`src/rtl/pc_sequencer_pkg.sv`:
```
// Shared constants, FSM state encoding and redirect classes for the fetch PC sequencer.
// Pure declarations: no logic, no latency, no flow control.
package pc_sequencer_pkg;

    localparam logic [31:0] RESET_PC_DEF   = 32'h0000_3000;
    localparam logic [31:0] EXC_VECTOR_DEF = 32'h0000_4180;

    // 2'd3 is deliberately left unnamed; the FSM folds it back to ST_RUN.
    typedef enum logic [1:0] {
        ST_RUN     = 2'd0,
        ST_PEND    = 2'd1,
        ST_HANDLER = 2'd2
    } state_e;

    typedef enum logic [2:0] {
        RD_SEQ    = 3'd0,
        RD_HOLD   = 3'd1,
        RD_BRANCH = 3'd2,
        RD_EXC    = 3'd3,
        RD_ERET   = 3'd4,
        RD_RESET  = 3'd5
    } redirect_e;

    function automatic logic [31:0] seq_pc(input logic [31:0] pc);
        return pc + 32'd4;
    endfunction

endpackage

```
`src/rtl/pc_sequencer_if.sv`:
```
// Fetch-stage PC bundle: pipeline status in, next-PC / stall / flush / exception strobes out.
// Wires only; the slave side is the sequencer, the master side is the surrounding pipeline.
interface pc_sequencer_if;

    logic [31:0] PC_F;
    logic        HazardStall;
    logic        IsBranch_D;
    logic        BrTaken_D;
    logic [31:0] BrTarget_D;
    logic        Eret_D;
    logic [31:0] EPC;
    logic        IntReq;
    logic        IntEnable;

    logic [31:0] NPC;
    logic        Stall_F;
    logic        FlushD;
    logic        ExcTake;
    logic [31:0] ExcEPC;

    modport master (
        output PC_F, HazardStall, IsBranch_D, BrTaken_D, BrTarget_D,
               Eret_D, EPC, IntReq, IntEnable,
        input  NPC, Stall_F, FlushD, ExcTake, ExcEPC
    );

    modport slave (
        input  PC_F, HazardStall, IsBranch_D, BrTaken_D, BrTarget_D,
               Eret_D, EPC, IntReq, IntEnable,
        output NPC, Stall_F, FlushD, ExcTake, ExcEPC
    );

endinterface

```
`src/rtl/pc_sequencer_npc_mux.sv`:
```
// Next-PC select: maps an already-prioritised redirect class to NPC and the F-stage strobes.
// Combinational, zero latency; the hold class asserts Stall_F and re-presents PC_F.
module pc_sequencer_npc_mux
    import pc_sequencer_pkg::*;
#(
    parameter logic [31:0] RESET_PC   = RESET_PC_DEF,
    parameter logic [31:0] EXC_VECTOR = EXC_VECTOR_DEF
) (
    input  redirect_e   i_class,
    input  logic [31:0] i_pc_f,
    input  logic [31:0] i_br_target,
    input  logic [31:0] i_epc,
    output logic [31:0] o_npc,
    output logic        o_stall_f,
    output logic        o_flush_d,
    output logic        o_exc_take,
    output logic [31:0] o_exc_epc
);

    always_comb begin
        o_npc      = seq_pc(i_pc_f);
        o_stall_f  = 1'b0;
        o_flush_d  = 1'b0;
        o_exc_take = 1'b0;
        o_exc_epc  = 32'd0;
        case (i_class)
            RD_RESET:  o_npc = RESET_PC;
            RD_HOLD: begin
                o_npc     = i_pc_f;
                o_stall_f = 1'b1;
            end
            RD_BRANCH: o_npc = i_br_target;
            RD_EXC: begin
                // F holds a non-delay-slot instruction; it is squashed and becomes the EPC.
                o_npc      = EXC_VECTOR;
                o_flush_d  = 1'b1;
                o_exc_take = 1'b1;
                o_exc_epc  = i_pc_f;
            end
            RD_ERET: begin
                o_npc     = i_epc;
                o_flush_d = 1'b1;
            end
            default:   o_npc = seq_pc(i_pc_f);
        endcase
    end

endmodule

```
`src/rtl/pc_sequencer.sv`:
```
// Fetch PC controller: arbitrates sequential/branch/interrupt/ERET next-PC and sequences interrupt entry.
// NPC is combinational (same-cycle); only the RUN/PEND/HANDLER state is registered; Stall_F holds PC on hazards.
module pc_sequencer
    import pc_sequencer_pkg::*;
#(
    parameter logic [31:0] RESET_PC   = RESET_PC_DEF,
    parameter logic [31:0] EXC_VECTOR = EXC_VECTOR_DEF
) (
    input  logic           CLK,
    input  logic           RESET,
    pc_sequencer_if.slave  bus
);

    state_e    r_state;
    logic      w_int_req;
    logic      w_ok;
    logic      w_armed;
    logic      w_take;
    logic      w_eret;
    redirect_e w_class;

    // Entry is only safe when F holds neither a stalled nor a delay-slot instruction.
    assign w_int_req = bus.IntReq & bus.IntEnable;
    assign w_ok      = ~bus.HazardStall & ~bus.IsBranch_D;
    assign w_armed   = (r_state == ST_RUN) | (r_state == ST_PEND);
    assign w_take    = w_armed & w_int_req & w_ok;
    assign w_eret    = (r_state == ST_HANDLER) & bus.Eret_D & ~bus.HazardStall;

    always_comb begin
        w_class = RD_SEQ;
        if (RESET)
            w_class = RD_RESET;
        else if (w_take)
            w_class = RD_EXC;
        else if (w_eret)
            w_class = RD_ERET;
        else if (bus.HazardStall)
            w_class = RD_HOLD;
        else if (bus.BrTaken_D)
            w_class = RD_BRANCH;
    end

    always_ff @(posedge CLK) begin
        if (RESET) begin
            r_state <= ST_RUN;
        end else begin
            case (r_state)
                ST_RUN: begin
                    if (w_int_req && w_ok)
                        r_state <= ST_HANDLER;
                    else if (w_int_req)
                        r_state <= ST_PEND;
                end
                ST_PEND: begin
                    if (!w_int_req)
                        r_state <= ST_RUN;
                    else if (w_ok)
                        r_state <= ST_HANDLER;
                end
                ST_HANDLER: begin
                    if (w_eret)
                        r_state <= ST_RUN;
                end
                default: r_state <= ST_RUN;
            endcase
        end
    end

    pc_sequencer_npc_mux #(
        .RESET_PC   (RESET_PC),
        .EXC_VECTOR (EXC_VECTOR)
    ) u_npc_mux (
        .i_class     (w_class),
        .i_pc_f      (bus.PC_F),
        .i_br_target (bus.BrTarget_D),
        .i_epc       (bus.EPC),
        .o_npc       (bus.NPC),
        .o_stall_f   (bus.Stall_F),
        .o_flush_d   (bus.FlushD),
        .o_exc_take  (bus.ExcTake),
        .o_exc_epc   (bus.ExcEPC)
    );

endmodule

```
`src/flat_wrapper.sv`:
```
// flat-port wrapper written by rule: the top's interface ports become plain ports
module pc_sequencer_flat import pc_sequencer_pkg::*;
#(
    parameter logic [31:0] RESET_PC   = RESET_PC_DEF,
    parameter logic [31:0] EXC_VECTOR = EXC_VECTOR_DEF
)
  (CLK, RESET, bus_PC_F, bus_HazardStall, bus_IsBranch_D, bus_BrTaken_D, bus_BrTarget_D, bus_Eret_D, bus_EPC, bus_IntReq, bus_IntEnable, bus_NPC, bus_Stall_F, bus_FlushD, bus_ExcTake, bus_ExcEPC);
  pc_sequencer_if bus_i ();
  input  logic CLK;
  input  logic RESET;
  input wire logic [$bits(bus_i.PC_F)-1:0] bus_PC_F;
  input wire logic [$bits(bus_i.HazardStall)-1:0] bus_HazardStall;
  input wire logic [$bits(bus_i.IsBranch_D)-1:0] bus_IsBranch_D;
  input wire logic [$bits(bus_i.BrTaken_D)-1:0] bus_BrTaken_D;
  input wire logic [$bits(bus_i.BrTarget_D)-1:0] bus_BrTarget_D;
  input wire logic [$bits(bus_i.Eret_D)-1:0] bus_Eret_D;
  input wire logic [$bits(bus_i.EPC)-1:0] bus_EPC;
  input wire logic [$bits(bus_i.IntReq)-1:0] bus_IntReq;
  input wire logic [$bits(bus_i.IntEnable)-1:0] bus_IntEnable;
  output wire logic [$bits(bus_i.NPC)-1:0] bus_NPC;
  output wire logic [$bits(bus_i.Stall_F)-1:0] bus_Stall_F;
  output wire logic [$bits(bus_i.FlushD)-1:0] bus_FlushD;
  output wire logic [$bits(bus_i.ExcTake)-1:0] bus_ExcTake;
  output wire logic [$bits(bus_i.ExcEPC)-1:0] bus_ExcEPC;
  assign bus_i.PC_F = bus_PC_F;
  assign bus_i.HazardStall = bus_HazardStall;
  assign bus_i.IsBranch_D = bus_IsBranch_D;
  assign bus_i.BrTaken_D = bus_BrTaken_D;
  assign bus_i.BrTarget_D = bus_BrTarget_D;
  assign bus_i.Eret_D = bus_Eret_D;
  assign bus_i.EPC = bus_EPC;
  assign bus_i.IntReq = bus_IntReq;
  assign bus_i.IntEnable = bus_IntEnable;
  assign bus_NPC = bus_i.NPC;
  assign bus_Stall_F = bus_i.Stall_F;
  assign bus_FlushD = bus_i.FlushD;
  assign bus_ExcTake = bus_i.ExcTake;
  assign bus_ExcEPC = bus_i.ExcEPC;
  pc_sequencer #(.RESET_PC(RESET_PC), .EXC_VECTOR(EXC_VECTOR)) u_core (.CLK(CLK), .RESET(RESET), .bus(bus_i));
endmodule
```
`config.mk`:
```
export PLATFORM = sky130hd
export DESIGN_NAME = pc_sequencer_flat
export DESIGN_NICKNAME = d
export VERILOG_FILES = /design/src/rtl/pc_sequencer_pkg.sv /design/src/rtl/pc_sequencer_if.sv /design/src/rtl/pc_sequencer_npc_mux.sv /design/src/rtl/pc_sequencer.sv /design/src/flat_wrapper.sv
export SDC_FILE = /design/constraint.sdc
export NUM_CORES = 1
export LEC_CHECK = 0
export CAP_MARGIN = 20
export CORE_MARGIN = 2
export CORE_UTILIZATION = 33
export DETAILED_ROUTE_END_ITERATION = 6
export HOLD_SLACK_MARGIN = 0.05
export PLACE_DENSITY = 0.93
export SETUP_SLACK_MARGIN = 0.2
export SYNTH_ARGS = -nofsm -noshare
export SYNTH_HDL_FRONTEND = slang
export SYNTH_SLANG_ARGS = --single-unit
```
`constraint.sdc`:
```
create_clock -name CLK -period 4.1 [get_ports CLK]
set_input_delay 0.82 -clock CLK [delete_from_list [all_inputs] [get_ports CLK]]
set_output_delay 0.82 -clock CLK [all_outputs]
set_load 0.02 [all_outputs]
```
======== Yosys cells after proc, flatten, opt, wreduce, memory -nomap -nowiden ========
Cells that the tools add are included.
word-level totals
  flip-flop bits (word level) ............. 2
  bits of input ports ..................... 104
  output and inout bits ................... 67
  logic and storage cells ................. 41
operators by class
  add/subtract/negate cells ............... 1
  equality and inequality tests ........... 10
  mux-type cells .......................... 16
  bitwise gates (word level) .............. 9
  reductions and logical operators ........ 4
operators with widths
  kind                                                   number
  one-hot mux 32 bit (5 select lines)                    1
  adder 32 x 3 -> 32 bit, second input constant          1
  2-to-1 mux 32 bit                                      1
  2-to-1 mux 2 bit                                       6
  2-to-1 mux 3 bit                                       4
  AND 1 bit                                              6
  equality test 3 x 2 -> 1 bit, second input constant    2
  equality test 3 bit, second input constant             2
  one-hot mux 2 bit (3 select lines)                     1
  equality test 3 x 1 -> 1 bit, second input constant    1
  2-to-1 mux 1 bit                                       3
  inequality test 3 x 2 -> 1 bit, second input constant  1
  inequality test 3 bit, second input constant           1
  AND reduction 3 bit                                    1
  equality test 2 x 1 -> 1 bit, second input constant    1
  equality test 2 bit, second input constant             1
  zero test 2 bit                                        1
  inequality test 2 x 1 -> 1 bit, second input constant  1
  NOT 1 bit                                              2
  OR reduction 2 bit                                     1
  logical AND 1 bit                                      1
  bitwise OR 1 bit                                       1

======== Logic depth before layout (Yosys ltp) ========
Gate-level depths: netlist of the first run.
  depth in word-level cells ............... 9
  depth in mapped cells ................... 7
  mapped depth without buffers ............ 6

======== Hierarchy ========
From an unflattened synthesis of the first run, not the netlist that was laid out.
unflattened totals
  cell total of the unflattened synthesis .. 331
  area, all modules ....................... 2,072.0 µm²
modules (own cells, without submodules)
  module                instances  cells an instance  area each (µm²)  seq. area each (µm²)
  pc_sequencer_npc_mux  1          315                1,933.1          0.0
  pc_sequencer          1          16                 138.9            40.0

======== Worst setup path after synthesis of the first run ========
No wires, ideal clock.
  path type ............................... input port to output port
  from .................................... in RESET
  to ...................................... out bus_NPC[10]
  arrival ................................. 2.259 ns
  required time ........................... 3.280 ns
  setup slack ............................. 1.021 ns
  cell stages on the path ................. 5
  path buffers ............................ 2
  cells stage by stage .................... buf_2 > or2_4 > nor4_4 > buf_4 > mux2i_1
between the ends
  word-level cells in the longest chain between the ends .. 3
  elaborated cells between the ends (all ways) .. 7
  those cells by class .................... eq/ne (5); mux (2)
ends and longest elaborated chain
  what                                               RTL line                    RTL
  start, declared                                    flat_wrapper.sv:10          input logic RESET;
  2-to-1 mux 3 bit *                                 pc_sequencer.sv:31          if (RESET)
  equality test 3 bit, or another cell as far along  pc_sequencer_npc_mux.sv:26  case (i_class)
  one-hot mux 32 bit (5 select lines) *              pc_sequencer_npc_mux.sv:26
  end, declared                                      flat_wrapper.sv:20          output wire logic [$bits(bus_i.NPC)-1:0] bus_NPC;
Mark *: on every way between the ends. The rest lies on a longest branch, timed or not.

======== Worst setup path in the final report of the first run ========
  from .................................... in bus_PC_F[3]
  to ...................................... out bus_NPC[26]
between the ends
  word-level cells in the longest chain between the ends .. 2
ends and longest elaborated chain
  what                                 RTL line                    RTL
  start, declared                      flat_wrapper.sv:11          input wire logic [$bits(bus_i.PC_F)-1:0] bus_PC_F;
  adder 32 x 3 -> 32 bit               -
  one-hot mux 32 bit (5 select lines)  pc_sequencer_npc_mux.sv:26
Every way passes these cells.

==> results.md, run 1 <==
- The final net count is 526.
- The areal power density over the cells is 115 nW/um^2.
- The HPWL after detailed placement is 6720 um.
- The max-slew violation count was 0.
- The clock drives 2 sinks.
- The DRC violation count after routing is 1.
- The synthesis-to-finish area growth is 120%.
- STA puts the critical path data arrival time at 3.19 ns.
- The worst ir drop on vdd is 142 uV.
- The worst slew slack as a fraction of its limit is 0.728.
- The worst min-delay path category is reg2reg.
- The total track usage is 0.288.
- After floorplanning, the core was sized to cover 5070 sq um.
- The register-to-register setup slack is 2.77 ns.
- The largest fanout on the critical path is 3.
- The routed wirelength normalized by instance count is 18.4 um.
- Yosys mapped the design onto 43 distinct sky130hd cell types.
- The deepest level of the CTS H-tree is 1.
- The final wirelength is 8990 um.
- The number of placement rows is 26.
- For the final database, setup skew stands at 0.00200 ns.
- The number of global-route vias before repair came to 2940.
- The worst setup path is captured at a primary output.
- The hold violation count in the final report is 0.
- The pin count of the biggest net entering global routing is 36.
- The critical path class is in2out.
- The final sum of negative setup slack is 0 ns.
- The run finished, with violations left.
- The checks that failed: DRC.
- The global placement routability congestion is 0.879.
- The cell type contributing the most total cell area after synthesis is a222oi_1.
- The period utilization is 0.978.
- The setup slack of the critical path after layout is 0.0903 ns.
- At the end of the flow the core is filled with cells to 0.742.
- The buffer depth of the longest clock path is 2.
- The launch point of the critical path is bus_PC_F[3].
- For this run, the register share of the synthesized area comes to 0.0234.
- The library cell used most frequently in the layout, excluding fill and tap cells, is clkdlybuf4s50_1.
- The antenna cell count is 0.
- The number of buffer cells added on primary ports is 170.
- The endpoint of the worst setup timing path is bus_NPC[26].
- The initial antenna violation count came to 0.
- For this configuration, the core starts out at a cell density of 0.338.
- During synthesis, Yosys emitted a total of 0 warnings.
- The TritonCTS clock tree is yes.
- The cell area after synthesis is 1710 sq um.
- Summing internal, switching and leakage power gives 0.000433 W.
- Clock-pin slew was measured on the worst setup and hold paths at 0.03 ns.
- The first-pass GRT wire length is 14000 um.
- Across the run, the number of max-cap violations was 0.
- The area share of the leading cell type in the synthesized netlist is 0.146.
- The number of nets handed over by synthesis was 341.
- Setup repair after global routing could not meet its margin everywhere.
- The reg-to-reg startpoint is u_core.r_state[1].
- The worst setup path is launched from an input port.
- Summed over all layers, the global routing overflow is 0.
- After synthesis, the cell types taking the most area are a222oi_1 (15%), and3_1 (12%), xor2_1 (11%), mux2i_1 (5.8%), nand3_1 (4.1%).
- The initial DRC count is 300.
- Summed over all cells, the static leakage comes to 1.72 nW.
- The first detailed-routing pass ran for 7 iterations.
- The cell chosen for the clock root is clkbuf_8.
- The post-synthesis sequential element count is 2.
- The floorplan step set the die height to 76.1 um.
- For the worst flop-to-flop path, the logic depth is 4.
- The horizontal die dimension is 76.1 um.
- The reg-to-reg endpoint is u_core.r_state[1].
- In the synthesized netlist, the number of instances is 236.
- For this run, the top clock speed supported by timing is 249 MHz.
- The post-detailed-route via-to-cell ratio is 5.88.
- The die covers 5790 sq um.
- The clock insertion delay at the later pin of the skew report is 0.22 ns.
- The register with the most flip-flops in the final layout is u_core.r_state.
- Buffers inserted during clock tree synthesis total 3.
- The required time at the endpoint of the critical path is 3.28 ns.
- Of the cells placed in the final design, the portion with a size suffix greater than 1 is 0.126.
- The top cell types in the final layout, fill and taps aside, are clkdlybuf4s50_1 (141), and3_1 (34), buf_4 (31), a222oi_1 (25), xor2_1 (22).
- Setup violations remaining at the end of the flow were counted as 0.
- The largest registers in the layout are u_core.r_state (2).
- The placement-stage worst setup slack is 0.0959 ns.
- The boundary pin count is 171.
- Subtracting the final worst setup slack from the clock period gives 4.01 ns.
- The mean cell area of the mapped netlist is 7.26 sq um.
- The register with the most flip-flops in the layout has 2 of them.
- Once detail routing completed, the nets flagged for antenna violations numbered 0.
- The detailed-route via count is 2876.
- The measured slew at the worst slew-check pin is 0.407 ns.
where the power goes:
group,total (W),internal (W),switching (W)
logic,0.000332,0.000181,0.000151
clock network,0.0000798,0.0000623,0.0000175
registers,0.0000208,0.0000203,0.000000512
total,0.000433,0.000264,0.000169
how the worst min path moves through the flow:
stage                            from                end  cells after the start
floorplan           u_core.r_state[1]  u_core.r_state[0]                      1
global placement    u_core.r_state[1]  u_core.r_state[0]                      1
detailed placement  u_core.r_state[1]  u_core.r_state[0]                      1
CTS                 u_core.r_state[1]  u_core.r_state[0]                      1
global route        u_core.r_state[1]  u_core.r_state[0]                      1
finish              u_core.r_state[1]  u_core.r_state[0]                      1
cell type report:
| type | count | area, sq um |
|---|---|---|
| Multi-Input combinational cell | 207 | 1570 |
| Clock buffer | 3 | 41.3 |
| Tap cell | 70 | 87.6 |
| Timing Repair Buffer | 204 | 2020 |
| Fill cell | 388 | 1310 |
| Sequential cell | 2 | 40.0 |
| Inverter | 3 | 11.3 |
metrics by stage:
step,hold WS (ns),cell area (sq um),cells
global placement,0.489,3630,481
finish,0.510,3760,489
global route,0.513,3760,489
floorplan,0.451,1710,236
detailed placement,0.489,3630,481
CTS,0.502,3700,488
kinds of logic (layout without fill, tap and decap cells):
| family | count (synthesis) | after routing | synth area share |
|---|---|---|---|
| AND/OR/NAND/NOR | 106 | 106 | 0.409 |
| multiplexers | 10 | 10 | 0.0584 |
| XOR/XNOR | 26 | 26 | 0.133 |
| buffers and inverters | 27 | 210 | 0.0847 |
| adder cells (fa/ha/maj) | 1 | 1 | 0.00730 |
| AO/OA/AOI/OAI | 64 | 64 | 0.285 |
| flip-flops | 2 | 2 | 0.0234 |
worst max-delay path, stage by stage:
cell             delay, ns
clkdlybuf4s50_1       0.53
ha_1                  0.19
inv_1                 0.11
nor4_4                0.38
nand3_1               0.16
xor2_1                0.18
o21ai_1               0.19
clkdlybuf4s50_1       0.64
Yosys cell counts, drive strengths merged:
master,number
nand2b,1
xor2,22
o211ai,2
and2,2
or4,1
a222oi,25
buf,13
nand3,14
ha,1
nand3b,1
xnor2,4
and4bb,1
inv,3
nand4,13
a211oi,3
or2,2
o21ai,14
and3b,1
nor2,12
dfxtp,2
and3,34
a221o,3
nor4b,1
a2bb2oi,2
a22oi,2
mux2i,10
clkbuf,11
and4,2
nor4,4
a21oi,11
a31oi,2
nor3,7
nand2,10
timing repair:
item                                    CTS  global route
hold buffers                              0             0
setup buffers                             4             1
pin swaps                                 2             3
gates resized for setup                  13            20
endpoints found under the setup margin   19            19
routing by layer:
| layer | wire length [um] | global-route usage | share of wire |
|---|---|---|---|
| met1 | 3320 | 0.322 | 0.37 |
| met2 | 4640 | 0.541 | 0.52 |
| met3 | 820 | 0.0545 | 0.091 |
| met4 | 202 | 0.102 | 0.022 |
| met5 | 0 | 0 | 0 |
No activity file was read; power rests on OpenSTA's default activity.
==> inputs of run 2 (changes only) <==
REMOVE_ABC_BUFFERS = 1   (was unset)
==> run 2 against run 1 <==
  * The flow still finishes with violations (DRC)
  * Global-route usage decreased by 0.19 points
  * Clock skew decreased by 0.0018 ns
  * Combinational power decreased by 2%
  * Flip-flop and latch count unchanged
  * Die area unchanged
  * Via count decreased by 1.1%
  * Non-clock buffer count decreased by 4
  * Highest routed layer unchanged
==> results.md, run 2 (same netlist as run 1, synthesis figures left out) <==
- The DRC violation count after routing was 2 (+1).
- The global placement routability congestion is 0.849 (-3.3%).
- The worst ir drop on vdd is 200 uV (+41%).
- The most frequent standard cell in the layout excluding fill and tap cells is clkdlybuf4s50_1.
- The slowest stage of the critical path is the clkdlybuf4s50_1 cell.
- The count of hold-fix buffers inserted at cts was 0 (unchanged).
- The initial DRC count is 269 (-10%).
- The type of origin of the critical path is an input port.
- The cell area after layout is 3670 sq um (-2.4%).
- The number of placement rows is 26 (unchanged).
- Setup repair after global routing left no endpoint under its margin.
- The count of fill cells added during filler insertion is 381 (-1.8%).
- The worst min-delay path category is reg2reg.
- The tree is rooted in a clkbuf_8.
- The total grt overflow came to 0 (unchanged).
- The number of global-route vias before repair is 2828 (-3.8%).
- The cell family with the largest share of critical-path delay is buffers and inverters.
- The final net count was 522 (-0.76%).
- The number of buffers and inverters on the critical path is 4 (+1).
- The cell type with the highest occurrence count on the critical path is clkdlybuf4s50_1.
- The horizontal die dimension was 76.1 um (unchanged).
- The sequential cell area is 40.0 sq um (unchanged).
- The area of the core was 5070 sq um (unchanged).
- The boundary pin count is 171 (unchanged).
- The total track usage came to 0.286 (-0.00188).
- The number of buffers added by the clock tree synthesis step was 3 (unchanged).
- The highest cell delay on the worst timing path is 0.59 ns (-0.05 ns).
- The clock insertion delay at the later pin of the skew report is 0.21 ns (about the same).
- The max-capacitance violation count is 0 (unchanged).
- The largest registers in the layout are u_core.r_state (2).
- The routed wirelength normalized by instance count was 18.2 um (-0.89%).
- The vertical die dimension came to 76.1 um (unchanged).
- The number of buffers inserted to repair setup after CTS is 0 (-4).
- The area after detailed placement is 3610 sq um (-0.48%).
- The CTS sink count was 2 (unchanged).
- The antenna cell count is 0 (unchanged).
- The final sum of negative setup slack is 0 ns (unchanged).
- The max-slew violation count is 0 (unchanged).
- The final wirelength was 8840 um (-1.7%).
- The area of the multi-input gates is 1570 sq um (unchanged).
- The initial antenna violation count came to 0 (unchanged).
- The post-detailed-route via-to-cell ratio is 5.86 (-0.33%).
- The worst slew slack as a fraction of its limit is 0.782 (+0.0540).
- The clock period minus final worst setup slack is 3.79 ns (-0.216 ns).
- The synthesis-to-finish area growth is 114%.
- The flow ran to the end, but the final reports show violations.
- The count of nets left with antenna violations after detail routing is 0 (unchanged).
- The pin count of the biggest net entering global routing is 21 (-42%).
- The TritonCTS clock tree is yes.
- The fmax is 264 MHz (+5.7%).
- The required time at the endpoint of the critical path came to 3.28 ns (about the same).
- The largest fanout on the critical path was 16 (+13).
- The register bank with the most flops is u_core.r_state.
- The data arrival time of the worst path is 2.97 ns (-0.22 ns).
- The number of buffer cells added on primary ports is 170 (unchanged).
- The measured slew at the worst slew-check pin was 0.326 ns (-0.0809 ns).
- The flip-flop count of the largest register, all copies and words added is 2 (unchanged).
- The total leakage power was 1.60 nW (-7.1%).
- The deepest level of the CTS H-tree is 1 (unchanged).
- The detailed-route via count is 2843 (-1.1%).
- The final setup violation count was 0 (unchanged).
- The first-pass detailed-route iteration total is 7 (unchanged).
- The buffer depth of the longest clock path is 2 (unchanged).
- The die footprint is 5790 sq um (unchanged).
- Walking the worst path, the cells encountered are clkdlybuf4s50_1 > buf_4 > nor2_2 > nand3_1 > nor3_4 > buf_6 > a22oi_1 > nand2_1 > clkdlybuf4s50_1.
- The critical path class is in2out.
- In the layout the commonest cells are clkdlybuf4s50_1 (140), and3_1 (34), buf_4 (29), a222oi_1 (25), xor2_1 (22).
- The clock transition time at the flip-flop clock pins of the worst setup and hold paths was 0.03 ns (about the same).
- The largest clock skew in the final design is 0.000234 ns (-0.00176 ns).
- The fraction of final layout cells with drive strength greater than 1 is 0.118 (-0.00842).
- The hold violation count in the final report is 0 (unchanged).
- The period utilization was 0.925 (-0.0527).
- The initial cell density of the core is 0.338 (unchanged).
- The HPWL after detailed placement is 6870 um (+2.3%).
- The element type at the critical path end is a primary output.
- The areal power density over the cells came to 116 nW/um^2 (+0.68%).
- The first-pass GRT wire length is 14000 um (-0.34%).
- The final reports fail on DRC.
-- run 2: per-stage QoR --
step | worst slack [ns] | total power [W] | instances | util | hold slack (ns)
floorplan | -0.0483 | 0.000135 | 212 | - | 0.451
global placement | 0.171 | 0.000346 | 482 | 0.712 | 0.485
detailed placement | 0.0796 | 0.000354 | 482 | 0.712 | 0.490
CTS | 0.201 | 0.000426 | 485 | 0.719 | 0.497
global route | 0.201 | 0.000450 | 485 | 0.724 | 0.517
finish | 0.306 | 0.000425 | 485 | 0.724 | 0.500
-- run 2: layer usage --
metal | vias to the layer above | global-route usage | wire length [um]
li1 | 1315 | - | -
met1 | 1324 | 0.326 | 3380
met2 | 190 | 0.544 | 4490
met3 | 14 | 0.0569 | 833
met4 | 0 | 0.0691 | 133
met5 | - | 0 | 0
-- run 2: power by group --
group          internal [W]  leakage, nW  total [W]  switching [W]
clock             0.0000622       0.0216  0.0000795      0.0000173
sequential        0.0000203       0.0163  0.0000208    0.000000478
combinational      0.000175         1.56   0.000325       0.000150
total              0.000258         1.60   0.000425       0.000167
-- run 2: cell type report --
type                       count  area share
tap                           70      0.0238
timing repair buffer         200       0.525
clock buffer                   3      0.0112
sequential                     2      0.0109
inverter                       3     0.00307
multi-input combinational    207       0.426
-- run 2: path summary, 6_finish.rpt --
path                           from                end  slack [ns]  cells after the start
setup reg to reg  u_core.r_state[1]  u_core.r_state[1]        2.93                      4
setup / recovery    bus_HazardStall         bus_NPC[1]        0.31                      9
hold / removal    u_core.r_state[1]  u_core.r_state[0]        0.50                      1
hold reg to reg   u_core.r_state[1]  u_core.r_state[0]        0.50                      1
-- run 2: what timing repair did --
action,4_1_cts,5_1_grt
pin swaps,0,1
gates resized for setup,23,10
setup endpoints to repair,22,11
